`config.mk`:
```
export PLATFORM = sky130hd
export DESIGN_NAME = pingpong_buf_reader
export DESIGN_NICKNAME = d
export VERILOG_FILES = /design/src/rtl/pingpong_buf_reader.sv
export SDC_FILE = /design/constraint.sdc
export NUM_CORES = 1
export LEC_CHECK = 0
export BUFFER_PORTS_ARGS = -buffer_cell sky130_fd_sc_hd__buf_2
export CAP_MARGIN = 40
export CORE_AREA = 2 2 84 86
export CTS_CLUSTER_DIAMETER = 50
export DETAILED_ROUTE_END_ITERATION = 8
export DIE_AREA = 0 0 86 88
export PLACE_DENSITY = 0.75
export REMOVE_ABC_BUFFERS = 1
export SLEW_MARGIN = 0
export SYNTH_ARGS = -nofsm -noshare
export SYNTH_HDL_FRONTEND = slang
export SYNTH_SLANG_ARGS = --single-unit
```
`constraint.sdc`:
```
create_clock -name clk_i -period 4.15 [get_ports clk_i]
set_clock_uncertainty 0.1 [all_clocks]
set_input_delay 0.415 -clock clk_i [delete_from_list [all_inputs] [get_ports clk_i]]
set_output_delay 0.415 -clock clk_i [all_outputs]
set_load 0.01 [all_outputs]
```
`src/rtl/pingpong_buf_reader.sv`:
```
// Read-side controller for the ping-pong RAM: sweeps the filled buffer over a 1-cycle read port
// and re-emits the samples as a tagged valid/ready stream through a 2-entry skid FIFO.
module pingpong_buf_reader #(
  parameter int unsigned DATA_WIDTH      = 16,
  parameter int unsigned SAMPLES_PER_BUF = 256,
  parameter int unsigned ADDR_WIDTH      = $clog2(SAMPLES_PER_BUF)
) (
  input  logic                  clk_i,
  input  logic                  rst_i,
  input  logic                  buf_ready_pulse_i,
  input  logic                  buf_ready_id_i,
  output logic                  rd_en_o,
  output logic [ADDR_WIDTH-1:0] rd_addr_o,
  input  logic [DATA_WIDTH-1:0] rd_data_i,
  input  logic                  rd_valid_i,
  output logic                  out_valid_o,
  input  logic                  out_ready_i,
  output logic [DATA_WIDTH-1:0] out_data_o,
  output logic                  out_last_o,
  output logic                  out_buf_id_o,
  output logic                  busy_o,
  output logic                  done_pulse_o,
  output logic                  overrun_pulse_o,
  output logic                  overrun_sticky_o
);

  localparam logic [1:0] StIdle  = 2'd0;
  localparam logic [1:0] StIssue = 2'd1;
  localparam logic [1:0] StFlush = 2'd2;

  localparam logic [ADDR_WIDTH-1:0] LastAddr = ADDR_WIDTH'(SAMPLES_PER_BUF - 1);
  localparam int unsigned EntryW = DATA_WIDTH + 2;

  logic [1:0]            state_q, state_d;
  logic                  cur_id_q, cur_id_d;
  logic [ADDR_WIDTH-1:0] addr_q, addr_d;
  logic [ADDR_WIDTH-1:0] last_addr_q, last_addr_d;
  logic                  inflight_q, inflight_d;
  logic                  last_pend_q, last_pend_d;
  logic [EntryW-1:0]     fifo_q [2];
  logic [EntryW-1:0]     fifo_d [2];
  logic                  wr_ptr_q, wr_ptr_d;
  logic                  rd_ptr_q, rd_ptr_d;
  logic [1:0]            count_q, count_d;
  logic                  overrun_q, overrun_d;
  logic                  sticky_q, sticky_d;

  logic                  ret;
  logic [EntryW-1:0]     in_entry;
  logic [EntryW-1:0]     head;
  logic                  valid;
  logic                  pop;
  logic                  pop_fifo;
  logic                  store;
  logic [2:0]            occ;
  logic                  rd_en;
  logic                  flush_done;

  always_comb begin
    // Gating on inflight_q discards any read data that lands right after a reset.
    ret      = rd_valid_i && inflight_q;
    in_entry = {rd_data_i, last_pend_q, cur_id_q};
    // An empty FIFO falls through so sample 0 appears the cycle it returns from the RAM.
    head     = (count_q != 2'd0) ? fifo_q[rd_ptr_q] : in_entry;
    valid    = (count_q != 2'd0) || ret;
    pop      = valid && out_ready_i;
    pop_fifo = pop && (count_q != 2'd0);
    store    = ret && !((count_q == 2'd0) && pop);
    occ      = 3'(count_q) + 3'(inflight_q) - 3'(pop);
    rd_en    = (state_q == StIssue) && (occ < 3'd2);

    inflight_d  = rd_en ? 1'b1 : (ret ? 1'b0 : inflight_q);
    count_d     = count_q + 2'(store) - 2'(pop_fifo);
    wr_ptr_d    = wr_ptr_q ^ store;
    rd_ptr_d    = rd_ptr_q ^ pop_fifo;
    fifo_d      = fifo_q;
    if (store) fifo_d[wr_ptr_q] = in_entry;

    addr_d      = rd_en ? addr_q + ADDR_WIDTH'(1) : addr_q;
    last_addr_d = rd_en ? addr_q : last_addr_q;
    last_pend_d = rd_en ? (addr_q == LastAddr) : last_pend_q;

    // Completes in the cycle the final sample leaves, so a pulse then chains without a gap.
    flush_done = (state_q == StFlush) && !inflight_d && (count_d == 2'd0);

    state_d  = state_q;
    cur_id_d = cur_id_q;
    case (state_q)
      StIdle: begin
        if (buf_ready_pulse_i) begin
          state_d  = StIssue;
          cur_id_d = buf_ready_id_i;
          addr_d   = '0;
        end
      end
      StIssue: begin
        if (rd_en && (addr_q == LastAddr)) state_d = StFlush;
      end
      StFlush: begin
        if (flush_done) begin
          if (buf_ready_pulse_i) begin
            state_d  = StIssue;
            cur_id_d = buf_ready_id_i;
            addr_d   = '0;
          end else begin
            state_d = StIdle;
          end
        end
      end
      default: state_d = StIdle;
    endcase

    overrun_d = buf_ready_pulse_i &&
                ((state_q == StIssue) || ((state_q == StFlush) && !flush_done));
    sticky_d  = sticky_q || overrun_d;
  end

  always_ff @(posedge clk_i) begin
    if (rst_i) begin
      state_q     <= StIdle;
      cur_id_q    <= 1'b0;
      addr_q      <= '0;
      last_addr_q <= '0;
      inflight_q  <= 1'b0;
      last_pend_q <= 1'b0;
      fifo_q[0]   <= '0;
      fifo_q[1]   <= '0;
      wr_ptr_q    <= 1'b0;
      rd_ptr_q    <= 1'b0;
      count_q     <= 2'd0;
      overrun_q   <= 1'b0;
      sticky_q    <= 1'b0;
    end else begin
      state_q     <= state_d;
      cur_id_q    <= cur_id_d;
      addr_q      <= addr_d;
      last_addr_q <= last_addr_d;
      inflight_q  <= inflight_d;
      last_pend_q <= last_pend_d;
      fifo_q[0]   <= fifo_d[0];
      fifo_q[1]   <= fifo_d[1];
      wr_ptr_q    <= wr_ptr_d;
      rd_ptr_q    <= rd_ptr_d;
      count_q     <= count_d;
      overrun_q   <= overrun_d;
      sticky_q    <= sticky_d;
    end
  end

  assign rd_en_o          = rd_en;
  assign rd_addr_o        = rd_en ? addr_q : last_addr_q;
  assign out_valid_o      = valid;
  assign out_data_o       = valid ? head[EntryW-1:2] : '0;
  assign out_last_o       = valid & head[1];
  assign out_buf_id_o     = valid & head[0];
  assign busy_o           = (state_q != StIdle);
  assign done_pulse_o     = pop & head[1];
  assign overrun_pulse_o  = overrun_q;
  assign overrun_sticky_o = sticky_q;

endmodule

```
# [Word level (Yosys, flattened, before mapping)]
# Index checks and enable logic that the tools add are counted.
[word_totals] reg_bits=63 inputBits=22 output_inout_bits=32 elab_cells=84
[classes] n_addsub=5 order_cmp=4 eq_ne=6 mux=23 bitwise_logic=7 reduce_logical=26
[ops] op="two-way mux 18 bit" count=5
[ops] op="bitwise mux 36 bit" count=1
[ops] op="two-way mux 8 bit" count=4
[ops] op="demux 18 bit (select 1 bit)" count=1
[ops] op="two-way mux 16 bit" count=1
[ops] op="one-hot mux 8 bit (2 select lines)" count=1
[ops] op="logical AND 1 bit" count=12
[ops] op="adder 8 x 1 -> 8 bit (second input constant)" count=1
[ops] op="== test 8 bit (second input constant)" count=1
[ops] op="zero test 2 bit" count=3
[ops] op="two-way mux 2 bit" count=3
[ops] op="one-hot mux 2 bit (3 select lines)" count=1
[ops] op="nonzero test 2 bit" count=3
[ops] op="two-way mux 1 bit" count=5
[ops] op=">= comparator 2 bit (second input constant)" count=2
[ops] op="inequality test 2 bit (second input constant)" count=2
[ops] op="inverter 1 -> 2 bit" count=2
[ops] op="adder 2 x 1 -> 3 bit" count=1
[ops] op="bitwise AND 1 bit" count=3
[ops] op="zero test 1 bit" count=3
[ops] op="logical OR 1 bit" count=3
[ops] op="< comparator 3 x 2 -> 1 bit (second input constant)" count=1
[ops] op="AND reduction 3 bit" count=1
[ops] op="subtractor 3 x 1 -> 3 bit" count=1
[ops] op="9 further kinds" count=10

# [Depth between registers and ports, before layout]
# Gate-level depths: netlist of run 1.
[logic_depth] word_depth=15 mapped_depth=13 mapped_depth_nobuf=11

# [Worst setup path after synthesis of run 1]
# OpenSTA, ideal clock, no wires.
[synth_path] kind="flip-flop to output port" start="register count_q[1]" end="output rd_addr_o[1]" arrival_time_ns=2.863 required_ns=3.635 setup_slack_ns=0.772 path_stages_with_launch=12 n_path_buf=2 path_cell_list="dfxtp_1 -> nor2_1 -> clkbuf_1 -> nand2_1 -> and2_1 -> ha_1 -> nand2b_1 -> fa_1 -> nand3b_2 -> or2_4 -> buf_6 -> mux2_1"
[synth_between] elab_chain_cells=7 elab_cells_between_ends=8 classes_between="2 x add/sub; 1 x order compare; 1 x mux; 4 x reduce/logical"
[synth_lines] element="from (decl)" line_no="44" text="logic [1:0] count_q, count_d;"
[synth_lines] element="from (signal assigned)" line_no="144" text="count_q <= count_d;"
[synth_lines] element="nonzero test 2 bit" line_no="65" text="valid = (count_q != 2'd0) || ret;"
[synth_lines] element="logical OR 1 bit" line_no="65"
[synth_lines] element="named net out_valid_o" line_no="16" text="output logic out_valid_o,"
[synth_lines] element="logical AND 1 bit" line_no="66" text="pop = valid && out_ready_i;"
[synth_lines] element="subtractor 3 x 1 -> 3 bit" line_no="69" text="occ = 3'(count_q) + 3'(inflight_q) - 3'(pop);"
[synth_lines] element="< comparator 3 x 2 -> 1 bit" line_no="70" text="rd_en = (state_q == StIssue) && (occ < 3'd2);"
[synth_lines] element="logical AND 1 bit" line_no="70"
[synth_lines] element="two-way mux 8 bit" line_no="151" text="assign rd_addr_o = rd_en ? addr_q : last_addr_q;"
[synth_lines] element="to (decl)" line_no="13" text="output logic [ADDR_WIDTH-1:0] rd_addr_o,"
# The timed path passes the listed nets, and every way through them passes these cells.

# [Final worst setup path of run 1]
[layout_path] start="register count_q[1]" end="output rd_addr_o[5]"
[layout_between] elab_chain_cells=7 elab_cells_between_ends=8 classes_between="2 x add/sub; 1 x order compare; 1 x mux; 4 x reduce/logical"
[layout_lines] element="branches (longest 3 deep; another with adder 2 x 1 -> 3 bit)"
[layout_lines] element="subtractor 3 x 1 -> 3 bit (*)" line_no="69"
[layout_lines] element="< comparator 3 x 2 -> 1 bit (*)" line_no="70"
[layout_lines] element="logical AND 1 bit (*)" line_no="70"
[layout_lines] element="two-way mux 8 bit (*)" line_no="151"
# Every way passes the cells marked *.

==> results of run 1 <==
[cell usage after synthesis (2+ instances only)]
library cell / instances / area, um2
mux2i_1: 55 / 550.5
a21oi_2: 2 / 17.52
xnor2_1: 7 / 61.31
mux2_1: 3 / 33.78
nor3_1: 2 / 10.01
nand4_1: 2 / 12.51
o31ai_1: 2 / 15.01
buf_1: 2 / 7.510
and2_1: 2 / 12.51
inv_1: 6 / 22.52
a21oi_1: 2 / 10.01
buf_2: 6 / 30.03
dfxtp_1: 63 / 1261
ha_1: 6 / 75.07
buf_6: 2 / 22.52
nand3_1: 4 / 20.02
o21ai_0: 18 / 90.09
clkbuf_1: 7 / 26.28
nor2_1: 51 / 191.4
nand2b_1: 4 / 25.02
mux2_2: 4 / 45.04
nand2_1: 26 / 97.59
nor2b_1: 11 / 68.82
[stage by stage]
step,power [uW],area (um2),hold slack [ns]
finish,1597,3478,0.2192
global route,1690,3478,0.2077
CTS,1615,3478,0.2155
detailed placement,1025,3257,0.3643
global placement,1013,3237,0.3551
floorplan,907.7,2834,0.3380
[kinds of logic after synthesis]
| kind of cell | count (synthesis) | share of synthesized area [%] |
|---|---|---|
| xor gates and xnor gates | 9 | 3.513 |
| and+or+nand+nor | 114 | 18.34 |
| adders and majority gates | 7 | 3.256 |
| buffers and inverters | 23 | 3.728 |
| muxes | 62 | 21.55 |
| DFF | 63 | 43.19 |
| AOI/OAI and AO/OA | 30 | 6.427 |
[area by class of cell]
cell class | count | area share, %
clock buffers | 9 | 3.561
clock inverters | 7 | 2.806
inverters | 6 | 0.6475
multi-input cells | 222 | 44.57
flip-flops and latches | 63 | 36.26
well taps | 80 | 2.878
repair buffers | 59 | 9.281
[metal layers]
| layer | vias to the layer above | share of wire (%) | track usage [%] | routed length (um) |
|---|---|---|---|---|
| met5 | - | 0 | 0 | 0 |
| met4 | 0 | 1.2 | 6.926 | 74 |
| met3 | 9 | 5.3 | 5.184 | 318 |
| met2 | 65 | 47 | 29.11 | 2846 |
| met1 | 1051 | 46 | 20.89 | 2754 |
| li1 | 1156 | - | - | - |
[state kept, by name (all words and copies together) (netlist names)]
name              count
overrun_sticky_o      1
count_q               2
wr_ptr_q              1
cur_id_q              1
overrun_pulse_o       1
inflight_q            1
last_addr_q           8
state_q               2
addr_q                8
last_pend_q           1
fifo_q               36
rd_ptr_q              1
[report_power, final]
group          internal (uW)  switching (uW)  leakage (uW)
registers                636            31.0      0.000509
logic                    148             196      0.000766
clock network            338             247      0.000105
total                   1120             474       0.00138
[worst reg2reg max path: cells and delay by family (launching register included)]
kind                       cells  cell delay (ns)
AOI/OAI and AO/OA              1             0.13
buffers and inverters          1             0.26
DFF                            1             0.39
and+or+nand+nor                7             1.54
adders and majority gates      2             0.77
[path summary, 6_finish.rpt]
kind / cells after the start / endpoint
min reg2reg: 2 / overrun_sticky_o
max: 11 / rd_addr_o[5]
max reg2reg: 11 / addr_q[6]
min: 3 / cur_id_q
==> flow_summary_export.csv, run 1 <==
group,metric,value,unit
floorplan,core_area,6644,um2
cells_and_area,nNetsFinal,390,
cts,clkLatencyLatePin,0.34,ns
route,routed_wl,5993,um
worst_setup_path,r2r_slack,0.90,ns
synthesis,syn_area_per_cell,9.481,um2
power,p_per_area,459.0,nW/um2
synthesis,yosysWarnings,0,
cts,cts.sinks,63,
sta,period_share,90.71,%
cts,clk_pin_slew,0.07,ns
sta,slew-limit-headroom,70.67,%
worst_setup_path,cp_slowest_cell,"fa_1",
cells_and_area,regArea,1261,um2
cts,cts_max_path_buffers,2,
grt,grt_first_pass_wirelength,10090,um
route,wl_per_cell,13.44,um
worst_setup_path,cp.required,3.63,ns
grt,track_usage,17.34,%
cts,ctsResizeCount,0,
worst_setup_path,crit_family,"simple AND/OR/NAND/NOR gates",
power,p_leak,0.001381,uW
worst_setup_path,start_kind,"register",
sta,drv_slew,0,
synthesis,synthArstFlopShare,0,%
cells_and_area,fillCellCount,614,
worst_setup_path,cp_max_fo,21,
place,dp_cells,430,
cells_and_area,layout_common_cells,"dfxtp_1 (63), mux2i_1 (55), buf_2 (53), nor2_1 (51), nand2_1 (26)",
cells_and_area,drive_gt1_share,24.59,%
floorplan,initial_core_util,43.95,%
floorplan,fp.dieH,88,um
sta,tns,0,ns
place,globalplace.congestion,0.7840,
cts,post_cts_buffers,0,
sta,setup_violations,0,
route,vias,2281,
place,io_buffers,53,
route,antenna_left,0,
floorplan,die_x,86,um
cts,postCtsHoldBufs,0,
grt,grt-ovfl-total,0,
synthesis,synth_cell_type_count,44,
sta,hold_violations,0,
route,drt_first_pass_iters,4,
floorplan,die_area,7568,um2
cells_and_area,utilization,52.35,%
synthesis,synth_ff_type,"dfxtp_1",
cells_and_area,diodes,0,
cts,cts_root_buf,"clkbuf_8",
hold_path,hold_class,"in2reg",
route,vias_per_cell,5.114,
worst_setup_path,slowest_delay,0.50,ns
worst_setup_path,worstPathCellList,"nor2_1, buf_4, nand2_1, and2_1, ha_1, nand2b_1, fa_1, nand3b_2, or2_4, mux2_1, buf_2",
route,drcViolationCount,0,
synthesis,syn_area,2920,um2
grt,grt_max_degree,41,
synthesis,synth_edf_count,0,
sta,rsz0062_at_grt,"no",
cells_and_area,syn_to_final_growth,19.11,%
cells_and_area,multi_input_area,1550,um2
power,ir_drop,0.2887,mV
floorplan,rows,30,
synthesis,synth_seq_cells,63,
place,preCtsSetupSlack,0.7256,ns
sta,fin_crit,3.765,ns
synthesis,ys_seq_area_share,43.19,%
sta,fin_ws,0.3854,ns
synthesis,synth_cells,308,
sta,timing.fmax,265.6,MHz
cts,cts-htree-levels,3,
cts,cts_tree,"built",
outcome,outcome,"complete, no violations",
route,drt_iter0_drc,77,
worst_setup_path,cp.buffers_inverters,2,
cells_and_area,final_cell_count_no_fill,446,
worst_setup_path,critPathCaptureType,"output port",
worst_setup_path,worst-setup-path-type,"reg2out",
worst_setup_path,rr_startpoint,"count_q[1]",
hold_path,hp-start,"buf_ready_id_i",
flow_run,maxCapViolCount,0,
cts,cts-buffers-inserted,9,
grt,antenna_found_initial,0,
worst_setup_path,worstPathArrival,3.25,ns
cells_and_area,layout_commonest_cell,"dfxtp_1",
floorplan,boundaryPins,54,
grt,grt_pass1_vias,2188,
sta,tightest_slew,0.4338,ns
worst_setup_path,worstSetupStartpoint,"count_q[1]",
place,place_hpwl,4055,um
No activity file was read; power rests on OpenSTA's default activity.
==> run 2, diff against run 1 <==
- CAP_MARGIN: 40 -> 20
- CORE_AREA: 2 2 84 86 -> 2 2 88 82
- DIE_AREA: 0 0 86 88 -> 0 0 90 84
- RECOVER_POWER: default -> 100
==> flow_summary_export.csv, run 2 (synthesis results as in run 1) <==
group,metric,value,unit
outcome,outcome,"complete, no violations",
cts,cts_max_path_buffers,2,
grt,grt_max_degree,59,
place,dpl_cell_area,3246,um2
sta,fin_ws,0.5643,ns
grt,track_usage,16.47,%
sta,timing.fmax,278.9,MHz
floorplan,initial_core_util,43.27,%
cts,cts_root_buf,"clkbuf_8",
cts,cts-htree-levels,3,
worst_setup_path,worstSetupStartpoint,"count_q[1]",
cells_and_area,drive_gt1_share,13.97,%
route,wl_per_cell,12.87,um
worst_setup_path,start_kind,"register",
route,vias_per_cell,4.989,
place,dp_cells,441,
cells_and_area,syn_to_final_growth,16.37,%
grt,grt-ovfl-total,0,
route,drt_first_pass_iters,4,
place,globalplace.congestion,0.7718,
cells_and_area,nNetsFinal,389,
floorplan,die_x,90,um
cells_and_area,diodes,0,
route,antenna_left,0,
cells_and_area,final_cell_count_no_fill,458,
cells_and_area,fin_area,3398,um2
grt,use_met2,28.02,%
grt,antenna_found_initial,0,
grt,grt_first_pass_wirelength,10020,um
cts,post_cts_buffers,0,
floorplan,core_area,6749,um2
route,routed_wl,5894,um
cells_and_area,layout_commonest_cell,"dfxtp_1",
worst_setup_path,rr_startpoint,"count_q[1]",
place,io_buffers,53,
route,vias,2285,
cells_and_area,utilization,50.35,%
sta,period_share,86.40,%
power,ir_drop,0.3451,mV
floorplan,boundaryPins,54,
grt,use_met3,5.059,%
route,drt_iter0_drc,58,
sta,setup_violations,0,
cts,cts.sinks,63,
grt,busiest_layer,"met2",
sta,drv_slew,0,
grt,use_met1,19.85,%
sta,rsz0062_at_grt,"no",
cts,postCtsHoldBufs,0,
cts,cts-buffers-inserted,9,
worst_setup_path,slowest_delay,0.38,ns
sta,tns,0,ns
power,p_per_area,447.6,nW/um2
worst_setup_path,worstPathArrival,3.07,ns
floorplan,fp.dieH,84,um
sta,slew-limit-headroom,32.61,%
cells_and_area,top_regs,"fifo_q (36), addr_q (8), last_addr_q (8)",
cts,cts_tree,"built",
sta,fin_crit,3.586,ns
place,place_hpwl,3982,um
place,preCtsSetupSlack,0.8893,ns
cts,clk_pin_slew,0.07,ns
worst_setup_path,worst-setup-path-type,"reg2out",
cells_and_area,top_register,"fifo_q",
grt,grt_pass1_vias,2197,
hold_path,hp-start,"buf_ready_id_i",
worst_setup_path,cp_max_fo,13,
power,p_leak,0.001222,uW
route,drcViolationCount,0,
hold_path,hold_class,"in2reg",
worst_setup_path,critPathCaptureType,"output port",
sta,hold_violations,0,
worst_setup_path,cp.required,3.63,ns
cts,ctsResizeCount,0,
cts,clkLatencyLatePin,0.34,ns
floorplan,rows,29,
sta,tightest_slew,1.011,ns
cells_and_area,largest_register_ffs,36,
worst_setup_path,cp.buffers_inverters,1,
worst_setup_path,cp_slowest_cell,"fa_1",
flow_run,maxCapViolCount,0,
floorplan,die_area,7560,um2
cells_and_area,layout_common_cells,"dfxtp_1 (63), mux2i_1 (55), nor2_1 (51), clkbuf_1 (36), nand2_1 (26)",
worst_setup_path,worstPathCellList,"nor2_1, nand2_1, and2_0, ha_1, nand2b_1, fa_1, xor2_1, or2_4, mux2_2, clkbuf_1",
worst_setup_path,crit_family,"simple AND/OR/NAND/NOR gates",
==> run 2: cell count changes in the layout (fill, tap and decap cells not counted), moves of 2 or more <==
cell | before | now
and2_1 | 2 | 0
clkinv_4 | 2 | 0
buf_2 | 53 | 22
clkinv_2 | 1 | 3
clkbuf_1 | 0 | 36
clkinvlp_4 | 2 | 0
buf_4 | 5 | 1
and2_0 | 0 | 2
==> run 2: worst reg2reg max path, stage by stage, from the launching register on <==
cell	delay [ns]
dfxtp_1	0.37
nor2_1	0.15
clkbuf_1	0.67
nor2b_1	0.19
ha_1	0.34
inv_1	0.06
ha_1	0.14
xor3_2	0.27
o41ai_1	0.67
or2_1	0.39
nor2_1	0.09
==> run 2: final timing paths <==
kind                       to  slack, ns  cells past startpoint
max              rd_addr_o[6]       0.56                     10
max reg2reg         addr_q[0]       0.57                     10
min                  cur_id_q       0.24                      3
min reg2reg  overrun_sticky_o       0.38                      2
==> run 2: area by class of cell <==
| cell class | count | area, um2 |
|---|---|---|
| clock buffers | 12 | 145.1 |
| multi-input cells | 222 | 1535 |
| repair buffers | 58 | 272.8 |
| fillers | 648 | 3351 |
| inverters | 6 | 22.52 |
| clock inverters | 4 | 45.04 |
| well taps | 93 | 116.4 |
| flip-flops and latches | 63 | 1261 |
==> run 2: per-layer routing <==
layer  up-vias  routed length [um]
li1       1143                   -
met5         -                   0
met2        53                2809
met3         7                 292
met4         0                  51
met1      1082                2740
==> run 2: through the flow <==
stage	hold WS (ns)	total power (uW)
2_1_floorplan	0.3380	907.7
3_3_place_gp	0.3574	1014
3_5_place_dp	0.3657	1024
4_1_cts	0.2217	1543
5_1_grt	0.2219	1597
6_report	0.2385	1521
==> run 2: power breakdown <==
part / switching (uW) / leakage (uW) / internal [uW]
Combinational: 194 / 0.000613 / 143
Sequential: 32.3 / 0.000509 / 636
Clock: 224 / 0.000100 / 291
